$ cat src/rtl/ones_pattern_gen.sv
// rtl/ones_pattern_gen.sv - ones count to thermometer word, filled CHUNK bits per cycle
module ones_pattern_gen #(
  parameter int N     = 127,
  parameter int W     = 7,
  parameter int CHUNK = 8
) (
  input  logic         clk,
  input  logic         rst,
  input  logic         in_valid,
  output logic         in_ready,
  input  logic [W-1:0] count,
  output logic         out_valid,
  input  logic         out_ready,
  output logic [N-1:0] pattern,
  output logic         sat
);

  localparam int NCH  = (N + CHUNK - 1) / CHUNK;
  localparam int IDXW = (NCH > 1) ? $clog2(NCH) : 1;

  typedef enum logic [1:0] {IDLE, FILL, HOLD} state_t;

  state_t          state;
  state_t          state_nxt;
  logic [IDXW-1:0] idx;
  logic [W-1:0]    count_l;
  logic            accept;
  logic            last_chunk;

  assign accept     = in_valid && in_ready;
  assign last_chunk = (idx == IDXW'(NCH - 1));

  always_ff @(posedge clk or posedge rst) begin
    if (rst) state <= IDLE;
    else     state <= state_nxt;
  end

  always_comb begin
    state_nxt = state;
    in_ready  = 1'b0;
    out_valid = 1'b0;
    case (state)
      IDLE: begin
        in_ready = !rst;
        if (in_valid && !rst) state_nxt = FILL;
      end
      FILL: begin
        if (last_chunk) state_nxt = HOLD;
      end
      HOLD: begin
        out_valid = 1'b1;
        if (out_ready) state_nxt = IDLE;
      end
      default: state_nxt = IDLE;
    endcase
  end

  // Compares run in W+1 bits so N itself and the largest count never wrap.
  always_ff @(posedge clk or posedge rst) begin
    if (rst) begin
      pattern <= '0;
      sat     <= 1'b0;
      idx     <= '0;
      count_l <= '0;
    end else if (accept) begin
      count_l <= count;
      pattern <= '0;
      sat     <= ({1'b0, count} > (W+1)'(N));
      idx     <= '0;
    end else if (state == FILL) begin
      for (int k = 0; k < N; k++) begin
        if (idx == IDXW'(k / CHUNK))
          pattern[k] <= ({1'b0, count_l} > (W+1)'(k));
      end
      idx <= last_chunk ? '0 : idx + 1'b1;
    end
  end

endmodule

$ cat config.mk
export PLATFORM = sky130hd
export DESIGN_NAME = ones_pattern_gen
export DESIGN_NICKNAME = d
export VERILOG_FILES = /design/src/rtl/ones_pattern_gen.sv
export SDC_FILE = /design/constraint.sdc
export NUM_CORES = 1
export LEC_CHECK = 0
export BUFFER_PORTS_ARGS = -buffer_cell sky130_fd_sc_hd__buf_2
export CAP_MARGIN = 0
export CORE_UTILIZATION = 45
export DETAILED_ROUTE_END_ITERATION = 6
export PLACE_DENSITY = 0.68
export SLEW_MARGIN = 20
export SYNTH_ARGS = -nofsm -noshare
export SYNTH_HDL_FRONTEND = slang
export SYNTH_SLANG_ARGS = --single-unit
$ cat constraint.sdc
create_clock -name clk -period 6.1 [get_ports clk]
set_clock_uncertainty 0.05 [all_clocks]
set_input_delay 0.61 -clock clk [delete_from_list [all_inputs] [get_ports clk]]
set_output_delay 0.61 -clock clk [all_outputs]
set_load 0.02 [all_outputs]
**Word-level counts from Yosys, hierarchy flattened**

Cells that the tools add are included.

- Flip-flop bits (word level): 140
- Input bits: 11
- ROM bits: 0
- Bits in latches: 0
- Bits in writable memories: 0
- Output and inout port bits: 130
- Memories kept: 0

- Multiplexer cells: 138
- $mul: 0
- Bitwise logic cells: 0
- Div/mod/pow operators: 0
- Eq/ne operators: 20
- $add $sub $neg: 1
- Reductions and logical operators: 39
- $lt $le $gt $ge: 127
- Shift-type cells: 0

Operators with widths:

| cell | count |
|---|---|
| $gt A7 B7 Y1 const B | 63 |
| $mux W127 | 2 |
| $gt A7 B6 Y1 const B | 32 |
| $mux W1 | 129 |
| $gt A7 B5 Y1 const B | 16 |
| $gt A7 B4 Y1 const B | 8 |
| $reduce_bool A2 Y1 | 17 |
| $eq A4 B4 Y1 const B | 8 |
| $reduce_and A2 Y1 | 16 |
| $gt A7 B3 Y1 const B | 4 |
| $eq A4 B3 Y1 const B | 4 |
| $gt A7 B1 Y1 const B | 2 |
| $gt A7 B2 Y1 const B | 2 |
| $mux W4 | 3 |
| $eq A4 B2 Y1 const B | 2 |
| $mux W2 | 3 |
| $ne A2 B2 Y1 const B | 3 |
| $pmux W2 S3 | 1 |
| $add A4 B1 Y4 const B | 1 |
| $eq A4 B1 Y1 const B | 1 |
| $logic_not A4 Y1 | 1 |
| $reduce_and A3 Y1 | 1 |
| $eq A2 B1 Y1 const B | 1 |
| $eq A2 B2 Y1 const B | 1 |
| other kinds (3) | 4 |

**Depth between registers and ports, before layout**

- Depth in word-level cells: 5
- Mapped depth: 7
- Depth with buffers taken out: 5

**Least setup slack after synthesis**

No wires, ideal clock.

- Kind: input-to-reg
- Start point: input port rst
- End point: register pattern[40]
- Arrival time: 1.614 ns
- Stages on the path: 5
- Path slack: 4.303 ns
- Required time: 5.917 ns
- Cell sequence: or4b_1 > buf_2 > buf_2 > o211ai_1 > o211ai_1

- Cells in the longest elaborated chain, start to end: 5
- Elaborated cells on any way between the ends: 7
- Classes of those cells: mux (2); reduce/logical (5)

RTL lines:

| item | RTL line | RTL |
|---|---|---|
| start: declaration | 8 | `input logic rst,` |
| $logic_not A1 Y1 (no source line) (*) | -- |  |
| $mux W1 (*) | 42 | `case (state)` |
| $logic_and A1 B1 Y1 (*) | 30 | `assign accept = in_valid && in_ready;` |
| $reduce_bool A2 Y1 (no source line) | -- |  |
| $reduce_and A2 Y1 (no source line) | -- |  |
| end signal: indexed assignment | 73 | `pattern[k] <= ({1'b0, count_l} > (W+1)'(k));` |
| end: declaration | 14 | `output logic [N-1:0] pattern,` |

Every way passes the cells marked *; elsewhere a longest branch is shown, timed or not.
A chain may end at the register's enable or synchronous reset.

**Worst setup path after layout**

- Start point: register count_l[3]
- End point: register pattern[90]

- Cells in the longest elaborated chain, start to end: 4

RTL lines:

| item | RTL line | RTL |
|---|---|---|
| start: declaration | 26 | `logic [W-1:0] count_l;` |
| start signal: assignment | 66 | `count_l <= count;` |
| $gt A7 B7 Y1 | 73 |  |
| $mux W1 | 72 | `if (idx == IDXW'(k / CHUNK))` |
| $mux W127 | 70 | `end else if (state == FILL) begin` |
| $mux W127 | 65 | `end else if (accept) begin` |

Every way passes these cells. The select of a mux whose other input is x is not followed.

==> summary.txt <==
Synthesis
  • Proportion of synthesized chip area in sequential cells: 52.0%
  • FF+latch count, synth: 140
  • Async SR Flop Fraction: 100%
  • Cell types occupying the most area after synthesis: dfrtp_1 (52%), a21oi_1 (5.8%), o2bb2ai_1 (4.9%)
  • Mapped Avg Cell Area: 9.96 um^2
  • Biggest area consumer among synthesized cells: dfrtp_1
  • Count of unique library cells instantiated by Yosys: 61
  • Number of enable-type register cells in the synthesized netlist: 0
  • Cell types with the highest counts after synthesis: dfrtp_1 (140), a21oi_1 (78), nand2_1 (59)
  • Most frequent cell after synthesis: dfrtp_1
  • Post-synthesis instance area: 6730 um^2
  • Cell count after synthesis: 676
  • Total number of yosys warnings: 0
  • Synthesized netlist net count: 691
  • Most used flip-flop cell after synthesis: dfrtp_1
  • Portion of synthesized cell area occupied by the leading cell type: 52.0%

Global routing
  • Number of global-route vias before repair: 6,060
  • Maximum number of pins on one net before global-route repair: 80
  • Global-route wire length before repair: 35.4 mm
  • Initial antenna violation count: 0
  • Total congestion overflow: 0
  • Global-route usage over all layers: 29.8%

Die
  • Core Rows: 44
  • Top-level I/O count: 141
  • Overall die height: 124 um
  • Effective utilization at floorplan: 46.1%
  • Area of the core: 14,600 um^2
  • Die area: 15,500 um^2
  • DIE WIDTH: 124 um

Timing
  • Final count of hold timing violations: 0
  • Total Neg Setup Slack: 0 ps
  • Share of the cycle needed by the critical path after routing: 41.6%
  • Final count of pins violating max slew: 0
  • Final number of setup-violating endpoints: 0
  • Worst slew pin tran: 987 ps
  • Hold slack: 267 ps
  • Crit path time final: 2540 ps
  • Setup repair after global routing missed its margin: no
  • Worst slew slack as a fraction of its limit: 34.0%
  • Fmax achieved: 394 MHz

Critical path
  • Worst setup slack for register-to-register paths: 3560 ps
  • Required time at the worst-slack endpoint: 6370 ps
  • WP data arrival: 2810 ps
  • Capture instance of the worst register-to-register path: pattern[90]$_DFFE_PP0P_
  • Kind of launch point of the worst setup path: flip-flop
  • Critical path type: reg2reg
  • Crit path capture type: flip-flop
  • Max FO, Critical Path: 22
  • Startpoint of the worst-slack reg-to-reg timing path: count_l[3]$_DFFE_PP0P_
  • R2r worst-path depth: 4

Drt
  • Antenna viol nets, final: 0
  • Via count: 6,342
  • Vias per Instance: 6.57
  • Number of DRC violations after detailed routing: 0
  • Number of search-and-repair iterations in the first detailed-routing pass: 6
  • Wire length per cell after detailed routing: 23.6 um
  • Drt first-iter violations: 858
  • Total Wirelength: 22.8 mm

CTS
  • CTS Root Cell: clkbuf_16
  • Count of hold-fix buffers inserted at cts: 0
  • Clock Pin Slew Worst Setup and Hold Paths: 60 ps
  • Clock buffer count from CTS: 17
  • Setup bufs post-CTS: 0
  • Number of buffers on the longest clock path: 2
  • Clock latency of the later-clocked register in the worst-skew pair: 440 ps
  • Post-cts sizing count: 0
  • Number of H-tree levels: 4
  • TritonCTS clock tree: done
  • Clock sink count: 140

Cells and area
  • Syn-to-layout area delta: 18.8%
  • Layout net count: 784
  • Number of antenna cells inserted: 0
  • Final Instance Count excl. Fillers: 966
  • Proportion of layout cells with a drive suffix above 1: 24.8%
  • Number of fill cells in the layout: 1,304

Power
  • Total leakage power: 3.76 nW
  • IR Drop Worst-Case VDD: 285 uV
  • Pwr dens: 633 nW/um^2

Job
  • Maximum Capacitance Violations: 0

Place
  • Quantity of I/O buffers inserted on ports: 139
  • Weighted congestion at the end of routability-driven global placement: 0.843
  • Placed Cells: 934
  • Final HPWL from detailed placement: 14.6 mm

Status
  • Status: finished, final reports clean

Min path
  • Min-delay worst type: in2async
==> kinds of logic after synthesis <==
family	Yosys count	synth area share, %
adders and majority gates	4	0.744
muxes	12	1.80
and+or+nand+nor	174	13.9
AOI/OAI and AO/OA	262	25.9
other	1	0.0557
DFF	140	52.0
xor gates and xnor gates	1	0.130
buffers and inverters	82	5.45
==> worst max-delay path, cell delays in order, from the launching register on <==
cell and delay (ps):
dfrtp_1 880, buf_4 360, and2_1 570, o21ai_0 240, o41ai_1 320
==> worst max-delay path by stage <==
stage | slack (ps) | depth (start not counted) | to | startpoint
finish | 3560 | 4 | pattern[90]$_DFFE_PP0P_ | count_l[3]$_DFFE_PP0P_
global route | 3550 | 4 | pattern[123]$_DFFE_PP0P_ | state[0]$_DFFE_PP0P_
CTS | 3650 | 4 | pattern[123]$_DFFE_PP0P_ | state[0]$_DFFE_PP0P_
detailed placement | 3550 | 5 | pattern[123]$_DFFE_PP0P_ | rst
global placement | 3580 | 5 | pattern[123]$_DFFE_PP0P_ | rst
floorplan | 1690 | 1 | count_l[0]$_DFFE_PP0P_ | rst
==> flip-flops by register name (all words and copies together) (netlist names) <==
name	count
pattern	127
count_l	7
idx	4
state	2
==> layer usage <==
metal	share of wire [%]	up-vias	wire length, um	global-route usage [%]
met2	44	444	10000	43.2
met5	0	-	0	0
li1	-	2699	-	-
met3	9.6	64	2190	6.70
met4	3.6	0	827	14.0
met1	43	3135	9750	42.2
==> cell usage in the layout (no fill, tap or decap), types with 8 or more instances in the layout <==
cell type / n
nand2_1: 59
clkbuf_16: 17
nor2_1: 26
nand3_1: 12
a211oi_1: 13
nor3_1: 10
buf_2: 139
o2bb2ai_1: 38
o21ai_0: 39
a22o_1: 8
a31oi_1: 11
a21oi_1: 78
o211ai_1: 24
mux2i_1: 11
buf_4: 10
a22oi_1: 14
dfrtp_1: 140
==> area by class of cell <==
cell class | count | area [um^2] | area share, %
tap | 184 | 230 | 2.88
sequential | 140 | 3500 | 43.8
clock inverter | 7 | 85.1 | 1.06
timing repair buffer | 149 | 771 | 9.64
multi-input combinational | 454 | 2870 | 35.9
inverter | 7 | 31.3 | 0.391
clock buffer | 25 | 505 | 6.32
==> report_power, final <==
group	leakage (nW)	switching [W]	internal [W]	total (W)
combinational	1.63	0.00170	0.000719	0.00241
clock	0.297	0.000395	0.000652	0.00105
sequential	1.83	0.000319	0.00128	0.00160
total	3.76	0.00241	0.00266	0.00507
==> per-stage QoR <==
stage,instance area [um^2],power [W],utilization (%),setup slack (ps)
floorplan,6730,0.00315,-,1690
finish,8000,0.00507,54.8,3560
global route,8000,0.00529,54.8,3550
CTS,7990,0.00500,54.8,3650
global placement,7400,0.00390,50.7,3580
detailed placement,7400,0.00395,50.7,3550
Power figures use the tool's default switching activity.
